$ cat src/rtl/toast_timer.sv
`default_nettype none
// ============================================================================
// Module      : toast_timer
// Description : Toaster cook-time countdown with a 3-digit BCD setpoint,
//               run/pause/done control and a free-running display scan index.
// Revision    : 1.0 - initial release
// ============================================================================
module toast_timer #(
    parameter int CLK_HZ   = 50_000_000,
    parameter int SCAN_DIV = 50_000
) (
    input  logic        clk,
    input  logic        reset_n,
    input  logic [11:0] set_bcd,
    input  logic        load,
    input  logic        start,
    input  logic        cancel,
    output logic [11:0] tLED,
    output logic [1:0]  digit,
    output logic        heater_en,
    output logic        done
);

    localparam int c_PW = $clog2(CLK_HZ);
    localparam int c_SW = (SCAN_DIV > 1) ? $clog2(SCAN_DIV) : 1;
    localparam logic [c_PW-1:0] c_PRESC_MAX = c_PW'(CLK_HZ - 1);
    localparam logic [c_SW-1:0] c_SCAN_MAX  = c_SW'(SCAN_DIV - 1);

    localparam logic [1:0] S_IDLE  = 2'd0;
    localparam logic [1:0] S_RUN   = 2'd1;
    localparam logic [1:0] S_PAUSE = 2'd2;
    localparam logic [1:0] S_DONE  = 2'd3;

    logic [1:0]      r_state;
    logic [1:0]      w_state_nxt;
    logic [11:0]     r_tled;
    logic [11:0]     w_tled_nxt;
    logic [11:0]     r_setp;
    logic [11:0]     w_setp_nxt;
    logic [c_PW-1:0] r_presc;
    logic [c_PW-1:0] w_presc_nxt;
    logic [c_SW-1:0] r_scan;
    logic [1:0]      r_digit;
    logic            r_heater;
    logic            r_done;
    logic [11:0]     w_clamped;
    logic [11:0]     w_tled_dec;
    logic            w_tick;

    function automatic logic [3:0] clamp_digit(input logic [3:0] d);
        return (d > 4'd9) ? 4'd9 : d;
    endfunction

    // Callers guarantee a nonzero operand, so the hundreds digit never wraps.
    function automatic logic [11:0] bcd_dec(input logic [11:0] v);
        logic [3:0] h;
        logic [3:0] t;
        logic [3:0] u;
        h = v[11:8];
        t = v[7:4];
        u = v[3:0];
        if (u != 4'd0) begin
            u = u - 4'd1;
        end else if (t != 4'd0) begin
            u = 4'd9;
            t = t - 4'd1;
        end else begin
            u = 4'd9;
            t = 4'd9;
            h = h - 4'd1;
        end
        return {h, t, u};
    endfunction

    assign w_clamped  = {clamp_digit(set_bcd[11:8]), clamp_digit(set_bcd[7:4]),
                         clamp_digit(set_bcd[3:0])};
    assign w_tled_dec = bcd_dec(r_tled);
    assign w_tick     = (r_presc == c_PRESC_MAX);

    always_comb begin
        w_state_nxt = r_state;
        w_tled_nxt  = r_tled;
        w_setp_nxt  = r_setp;
        w_presc_nxt = r_presc;
        if (cancel) begin
            w_state_nxt = S_IDLE;
            w_tled_nxt  = r_setp;
            w_presc_nxt = '0;
        end else begin
            case (r_state)
                S_IDLE: begin
                    if (start) begin
                        if (r_tled != 12'h000) begin
                            w_state_nxt = S_RUN;
                            w_presc_nxt = '0;
                        end
                    end else if (load) begin
                        w_setp_nxt = w_clamped;
                        w_tled_nxt = w_clamped;
                    end
                end
                S_RUN: begin
                    // The pausing cycle still counts, keeping total RUN time exact.
                    if (w_tick) begin
                        w_presc_nxt = '0;
                        w_tled_nxt  = w_tled_dec;
                    end else begin
                        w_presc_nxt = r_presc + c_PW'(1);
                    end
                    if (w_tick && (w_tled_dec == 12'h000)) begin
                        w_state_nxt = S_DONE;
                    end else if (start) begin
                        w_state_nxt = S_PAUSE;
                    end
                end
                S_PAUSE: begin
                    if (start) begin
                        w_state_nxt = S_RUN;
                    end
                end
                S_DONE: begin
                    if (start) begin
                        w_state_nxt = S_IDLE;
                        w_tled_nxt  = r_setp;
                    end
                end
                default: begin
                    w_state_nxt = S_IDLE;
                end
            endcase
        end
    end

    always_ff @(posedge clk or negedge reset_n) begin
        if (!reset_n) begin
            r_state  <= S_IDLE;
            r_tled   <= 12'h000;
            r_setp   <= 12'h000;
            r_presc  <= '0;
            r_heater <= 1'b0;
            r_done   <= 1'b0;
        end else begin
            r_state  <= w_state_nxt;
            r_tled   <= w_tled_nxt;
            r_setp   <= w_setp_nxt;
            r_presc  <= w_presc_nxt;
            r_heater <= (w_state_nxt == S_RUN);
            r_done   <= (w_state_nxt == S_DONE) && (r_state != S_DONE);
        end
    end

    always_ff @(posedge clk or negedge reset_n) begin
        if (!reset_n) begin
            r_scan  <= '0;
            r_digit <= 2'd0;
        end else if (r_scan == c_SCAN_MAX) begin
            r_scan  <= '0;
            r_digit <= r_digit + 2'd1;
        end else begin
            r_scan  <= r_scan + c_SW'(1);
        end
    end

    assign tLED      = r_tled;
    assign digit     = r_digit;
    assign heater_en = r_heater;
    assign done      = r_done;

endmodule
`default_nettype wire

$ cat config.mk
export PLATFORM = sky130hd
export DESIGN_NAME = toast_timer
export DESIGN_NICKNAME = d
export VERILOG_FILES = /design/src/rtl/toast_timer.sv
export SDC_FILE = /design/constraint.sdc
export NUM_CORES = 1
export LEC_CHECK = 0
export BUFFER_PORTS_ARGS = -buffer_cell sky130_fd_sc_hd__buf_2
export CORE_MARGIN = 2
export CORE_UTILIZATION = 65
export CTS_CLUSTER_DIAMETER = 30
export CTS_CLUSTER_SIZE = 28
export DETAILED_ROUTE_END_ITERATION = 6
export PLACE_DENSITY = 0.86
export RECOVER_POWER = 50
export SYNTH_ARGS = -nofsm -noshare
export SYNTH_HDL_FRONTEND = slang
export SYNTH_SLANG_ARGS = --single-unit
$ cat constraint.sdc
create_clock -name clk -period 3.8 [get_ports clk]
set_input_delay 0.19 -clock clk [delete_from_list [all_inputs] [get_ports clk]]
set_output_delay 0.19 -clock clk [all_outputs]
set_load 0.05 [all_outputs]
# == Yosys cells after proc, flatten, opt, wreduce, memory -nomap -nowiden ==
# Cells that the tools add are included.
# Widths: inputs -> output; s select.
# classes
add_sub_neg,6
magnitude_cmp,3
eq_ne,14
n_mux,28
n_bitwise,2
n_reduce_logical,12
# op_table
op,count
$mux 26,4
$mux 12,5
$pmux 26 s2,1
$pmux 12 s3,1
$mux 4,8
$add 26x1->26 const B,1
$eq 26x26->1 const B,1
$ne 3x3->1 const B,6
$add 16x1->16 const B,1
$eq 16x16->1 const B,1
$mux 16,1
$mux 2,7
$gt 4x4->1 const B,3
$logic_not 12->1,1
$reduce_bool 12->1,1
$reduce_bool 4->1,3
$sub 4x1->4 const B,3
$pmux 2 s4,1
$eq 2x2->1 const B,3
$reduce_and 5->1,1
$eq 2x1->1 const B,2
$reduce_and 4->1,1
$reduce_and 3->1,1
$reduce_bool 3->1,1
other kinds (5),7
# totals
regBits,72
inputBits,17
output_inout_bits,16

# == Longest topological paths before layout ==
# logic_depth
word_depth,10
mapped_depth,9

# == Worst setup path before layout ==
# No wires, ideal clock.
# synth_path
path_kind,reg-to-reg
start,reg r_tled[0] (netlist: tLED[0])
end,reg r_presc[2]
setup_ps,82
arrival_ps,2292
t_required_ps,3718
setup_slack_ps,1426
stages_incl_launch_ff,6
period_less_slack_ps,2374
cell_sequence,dfrtp_1 > nor4_1 > a41oi_1 > clkbuf_1 > or2_2 > a31oi_1
# synth_between
elab_chain_len,3
# synth_lines
element,line_no,source
start: declaration,36,logic [11:0] r_tled;
start signal: assignment,144,r_tled <= w_tled_nxt;
$reduce_bool 12->1,93,if (r_tled != 12'h000) begin
$ne 3x3->1 (no line),n/a,
$reduce_and 3->1 (no line),n/a,
end signal: assignment,146,r_presc <= w_presc_nxt;
end: declaration,40,logic [c_PW-1:0] r_presc;
# Every way passes these cells.
# A chain may end at the register's enable or synchronous reset.

# == Worst setup path in the final report ==
# layout_path
start,reg r_presc[9]
end,reg r_presc[19]
# layout_between
elab_chain_len,4
word_cells_on_any_way,5
classes_between,add/sub: 1; eq/ne: 1; mux: 3
# layout_lines
element,line_no,source
$add 26x1->26 / $eq 26x26->1 (equally long branches),"108, 78",
$mux 26 *,104,if (w_tick) begin
$pmux 26 s2 *,90,case (r_state)
$mux 26 *,85,if (cancel) begin
# Mark *: on every way between the ends. The rest lies on a longest branch, timed or not.

==> flow_results.org <==
** GRT
- Global routing used 28.96% of the available tracks.
- Entering global routing, the biggest net connects 46 pins.
- The global routing stage identified its most utilized layer as met2.
- The first global-routing pass estimated 16360 um of wire.
- Met1 Usage GRT :: 37.91%
- Total congestion overflow :: 0
- The initial antenna violation count is 0.
- The number of global-route vias before repair came to 3479.
- Met3 Resource Use GR :: 7.256%
- Met2 usage in global routing :: 47.14%

** Synthesis
- Area fraction of the dominant cell type after synthesis :: 44.51%
- Most used flip-flop cell after synthesis :: sky130_fd_sc_hd__dfrtp_1
- By area the synthesized netlist is led by sky130_fd_sc_hd__dfrtp_1 45%, sky130_fd_sc_hd__nor2_1 4.5%, sky130_fd_sc_hd__xor2_1 4.1%.
- Synth warnings :: 0
- The synthesized design contains 0 enable-type register cells.
- Area leader, netlist :: sky130_fd_sc_hd__dfrtp_1
- Net count after synthesis :: 450
- The most common cell in the synthesized netlist is sky130_fd_sc_hd__dfrtp_1.
- Mean post-synth cell area :: 9.435 um^2
- The mapped netlist covers 4048 um^2.
- Sequential elements use 44.51% of the synthesized area.
- After synthesis, the netlist uses 64 different library cells.
- Share of flip-flops with an asynchronous set or reset :: 100.0%
- Commonest cells post-synth :: 72 x sky130_fd_sc_hd__dfrtp_1, 48 x sky130_fd_sc_hd__nor2_1, 37 x sky130_fd_sc_hd__nand2_1
- Synthesis handed over a netlist of 429 instances.
- Post-synthesis register bit count :: 72

** Floorplanning
- For this configuration, the core starts out at a cell density of 67.96%.
- Die Wd :: 82.91 um
- From bottom edge to top edge, the die measures 82.91 um.
- The floorplan step defined a die boundary enclosing 6874 um^2.
- Num rows :: 28
- Top-level port count :: 33
- Area of the core region :: 5956 um^2

** Place
- In this run, placement finished with an instance count of 523.
- Summed over all nets, the half-perimeter wirelength after detailed placement is 6692 um.
- Buffers placed on the I/O ports in this run total 32.
- Routability-driven placement finished with a final weighted congestion of 0.9422.

** Critical path
- CP max FO :: 21
- Setup crit end kind :: register
- Critical Path Max Stage Delay :: 620 ps
- Cells along the critical path :: or4b_1 > or4_4 > o21a_1 > nor2_1 > nor2_1
- Startpoint type of the worst setup path :: register
- Counting both buffers and inverters, the worst setup path holds a total of 0.
- The most numerous cell type found on the critical path is sky130_fd_sc_hd__nor2_1.
- Data arrives at the worst endpoint at 3130 ps.
- STA puts the critical path data required time at 4000 ps.
- The worst setup path is of the reg -> reg kind.
- Critical path's slowest cell :: sky130_fd_sc_hd__nor2_1
- The cell family contributing the most delay on the critical path is simple AND/OR/NAND/NOR gates.

** Detailed routing
- After detailed routing, the average wire length per cell comes to 18.05 um.
- Antenna-violating nets left :: 0
- Summing over every cut layer, the via total after detailed routing is 3611.
- For this block, the initial DRC count from the detailed router was 372.
- Total detailed-routing wirelength :: 9745 um
- Remaining design rule violation count :: 0
- The first TritonRoute pass finished after 6 iterations.
- Number of vias per cell after detailed routing :: 6.687

** Worst hold path
- In this run the worst hold path is classified as in -> reg.

** STA
- Final Cycle Share :: 77.12%
- At the pin with the least slew margin, the transition time is 1561 ps.
- Headroom to the max-slew limit came out at -4.095%.
- Final Critical Period :: 2931 ps
- The max-slew violation count came to 29.
- Worst hold slack after final layout :: 125.4 ps
- Setup repair after global routing left no endpoint under its margin.
- The clock arrives with 9.757 ps of skew.
- Maximum achievable frequency :: 341.2 MHz
- Total negative setup slack :: 0 ps
- Setup Viol. Count Final :: 0
- The number of hold-slack violations in the final timing report was 0.

** Final layout
- Number of diodes :: 0
- Final core area utilization :: 74.24%
- Area added between synthesis and finish :: 9.243%
- Final instance count without filler cells :: 540
- Fill cells in the final layout number 433.
- Fraction of layout cells with a size suffix above 1 :: 12.47%
- In the final design database the tool counted 481 nets.

** Clocking
- Clk root buf :: sky130_fd_sc_hd__clkbuf_8
- Clock latency on the worst-skew pair :: 350 ps
- PostCTS Resize Cnt :: 0
- Once the clock tree was built, the setup fixing pass inserted 0 buffers.
- Counting along the longest clock path gives a buffer depth of 2.
- Buffers inserted to repair hold after CTS numbered 1.
- CTS buffer count :: 9
- The clock tree synthesis step divided the H-tree into 3 levels.
- After clock tree synthesis, the clock-pin slew on the worst setup and hold paths is 80 ps.
- The clock drives 72 sinks.
- TritonCTS built the clock tree.

** Power
- Cell Pwr Density :: 456.5 nW/um^2
- Power Total :: 2019 uW
- IR analysis of the VDD net gives a maximum drop of 0.2939 mV.
- The analysis attributes to cell leakage a power of 0.001874 uW.

** Status
- The run finished, with violations left.
- The checks that failed: max-capacitance violations, max-slew violations.

** Run
- Max-cap violations in this run came to 1.
[metal layers]
layer	part of all wire (%)	vias to the layer above
met5	0	-
met4	2.5	0
met3	7.0	28
met2	48	171
met1	42	1761
li1	-	1651
[final timing paths]
check	endpoint	slack, ps	cells past startpoint	from
max	r_presc[19]	870	5	r_presc[9]
min	r_setp[5]	130	3	set_bcd[5]
max reg2reg	r_presc[19]	870	5	r_presc[9]
min reg2reg	r_presc[22]	470	1	r_presc[22]
max in group asynchronous	r_scan[5]	1250	3	reset_n
min in group asynchronous	r_presc[4]	750	2	reset_n
[worst register-to-register path, stage by stage, from the launching register on]
cell and delay [ps]:
sky130_fd_sc_hd__dfrtp_1 460, sky130_fd_sc_hd__or4b_1 550, sky130_fd_sc_hd__or4_4 580, sky130_fd_sc_hd__o21a_1 430, sky130_fd_sc_hd__nor2_1 630, sky130_fd_sc_hd__nor2_1 140
[stage by stage]
stage | instance area (um^2) | setup slack, ps
after floorplan | 4048 | 1426
after global placement | 4217 | 1051
after detailed placement | 4217 | 921.3
after CTS | 4446 | 908.6
after global routing | 4422 | 688.5
final | 4422 | 869.4
[layout make-up]
type | count | area, um^2 | share of cell area [%]
multi-input cells | 324 | 2067 | 46.75
flip-flops and latches | 72 | 1802 | 40.75
repair buffers | 38 | 183.9 | 4.160
clock buffers | 9 | 123.9 | 2.801
clock inverters | 7 | 95.09 | 2.151
well taps | 75 | 93.84 | 2.122
inverters | 15 | 56.30 | 1.273
[sequential cells by signal, indices dropped and copies added (netlist names)]
| register | flops |
|---|---|
| r_presc | 26 |
| r_scan | 16 |
| r_setp | 12 |
| tLED | 12 |
| digit | 2 |
| r_state | 2 |
| done | 1 |
| heater_en | 1 |
[power breakdown]
part	switching, uW	internal (uW)
clock network	306	371
registers	78.7	829
logic	303	132
total	688	1330
[cells in the final DEF (no fill, tap or decap), types with 4 or more instances in the layout]
master                      count
sky130_fd_sc_hd__a21oi_1       13
sky130_fd_sc_hd__a31oi_1        6
sky130_fd_sc_hd__and3_1         9
sky130_fd_sc_hd__buf_2         15
sky130_fd_sc_hd__buf_4          4
sky130_fd_sc_hd__clkbuf_1      17
sky130_fd_sc_hd__clkbuf_8       9
sky130_fd_sc_hd__dfrtp_1       72
sky130_fd_sc_hd__ha_1           4
sky130_fd_sc_hd__inv_1         15
sky130_fd_sc_hd__mux2_2         6
sky130_fd_sc_hd__nand2_1       37
sky130_fd_sc_hd__nand2b_1       7
sky130_fd_sc_hd__nand3_1       22
sky130_fd_sc_hd__nand4_1        9
sky130_fd_sc_hd__nor2_1        48
sky130_fd_sc_hd__nor2b_1        6
sky130_fd_sc_hd__nor3_1         8
sky130_fd_sc_hd__nor4_1         7
sky130_fd_sc_hd__o2111ai_1      6
sky130_fd_sc_hd__o211ai_1       7
sky130_fd_sc_hd__o21ai_0       24
sky130_fd_sc_hd__o22ai_1        6
sky130_fd_sc_hd__o2bb2ai_1      8
sky130_fd_sc_hd__or2_2          5
sky130_fd_sc_hd__xnor2_1        8
sky130_fd_sc_hd__xor2_1        19
[logic make-up after synthesis]
family | Yosys count | synth area share, %
adders and majority gates | 4 | 1.237
xor gates and xnor gates | 27 | 5.842
DFF | 72 | 44.51
muxes | 9 | 2.411
and+or+nand+nor | 182 | 23.37
buffers and inverters | 33 | 4.420
AOI/OAI and AO/OA | 102 | 18.21
Note: power is estimated with default switching activity, not from simulation.
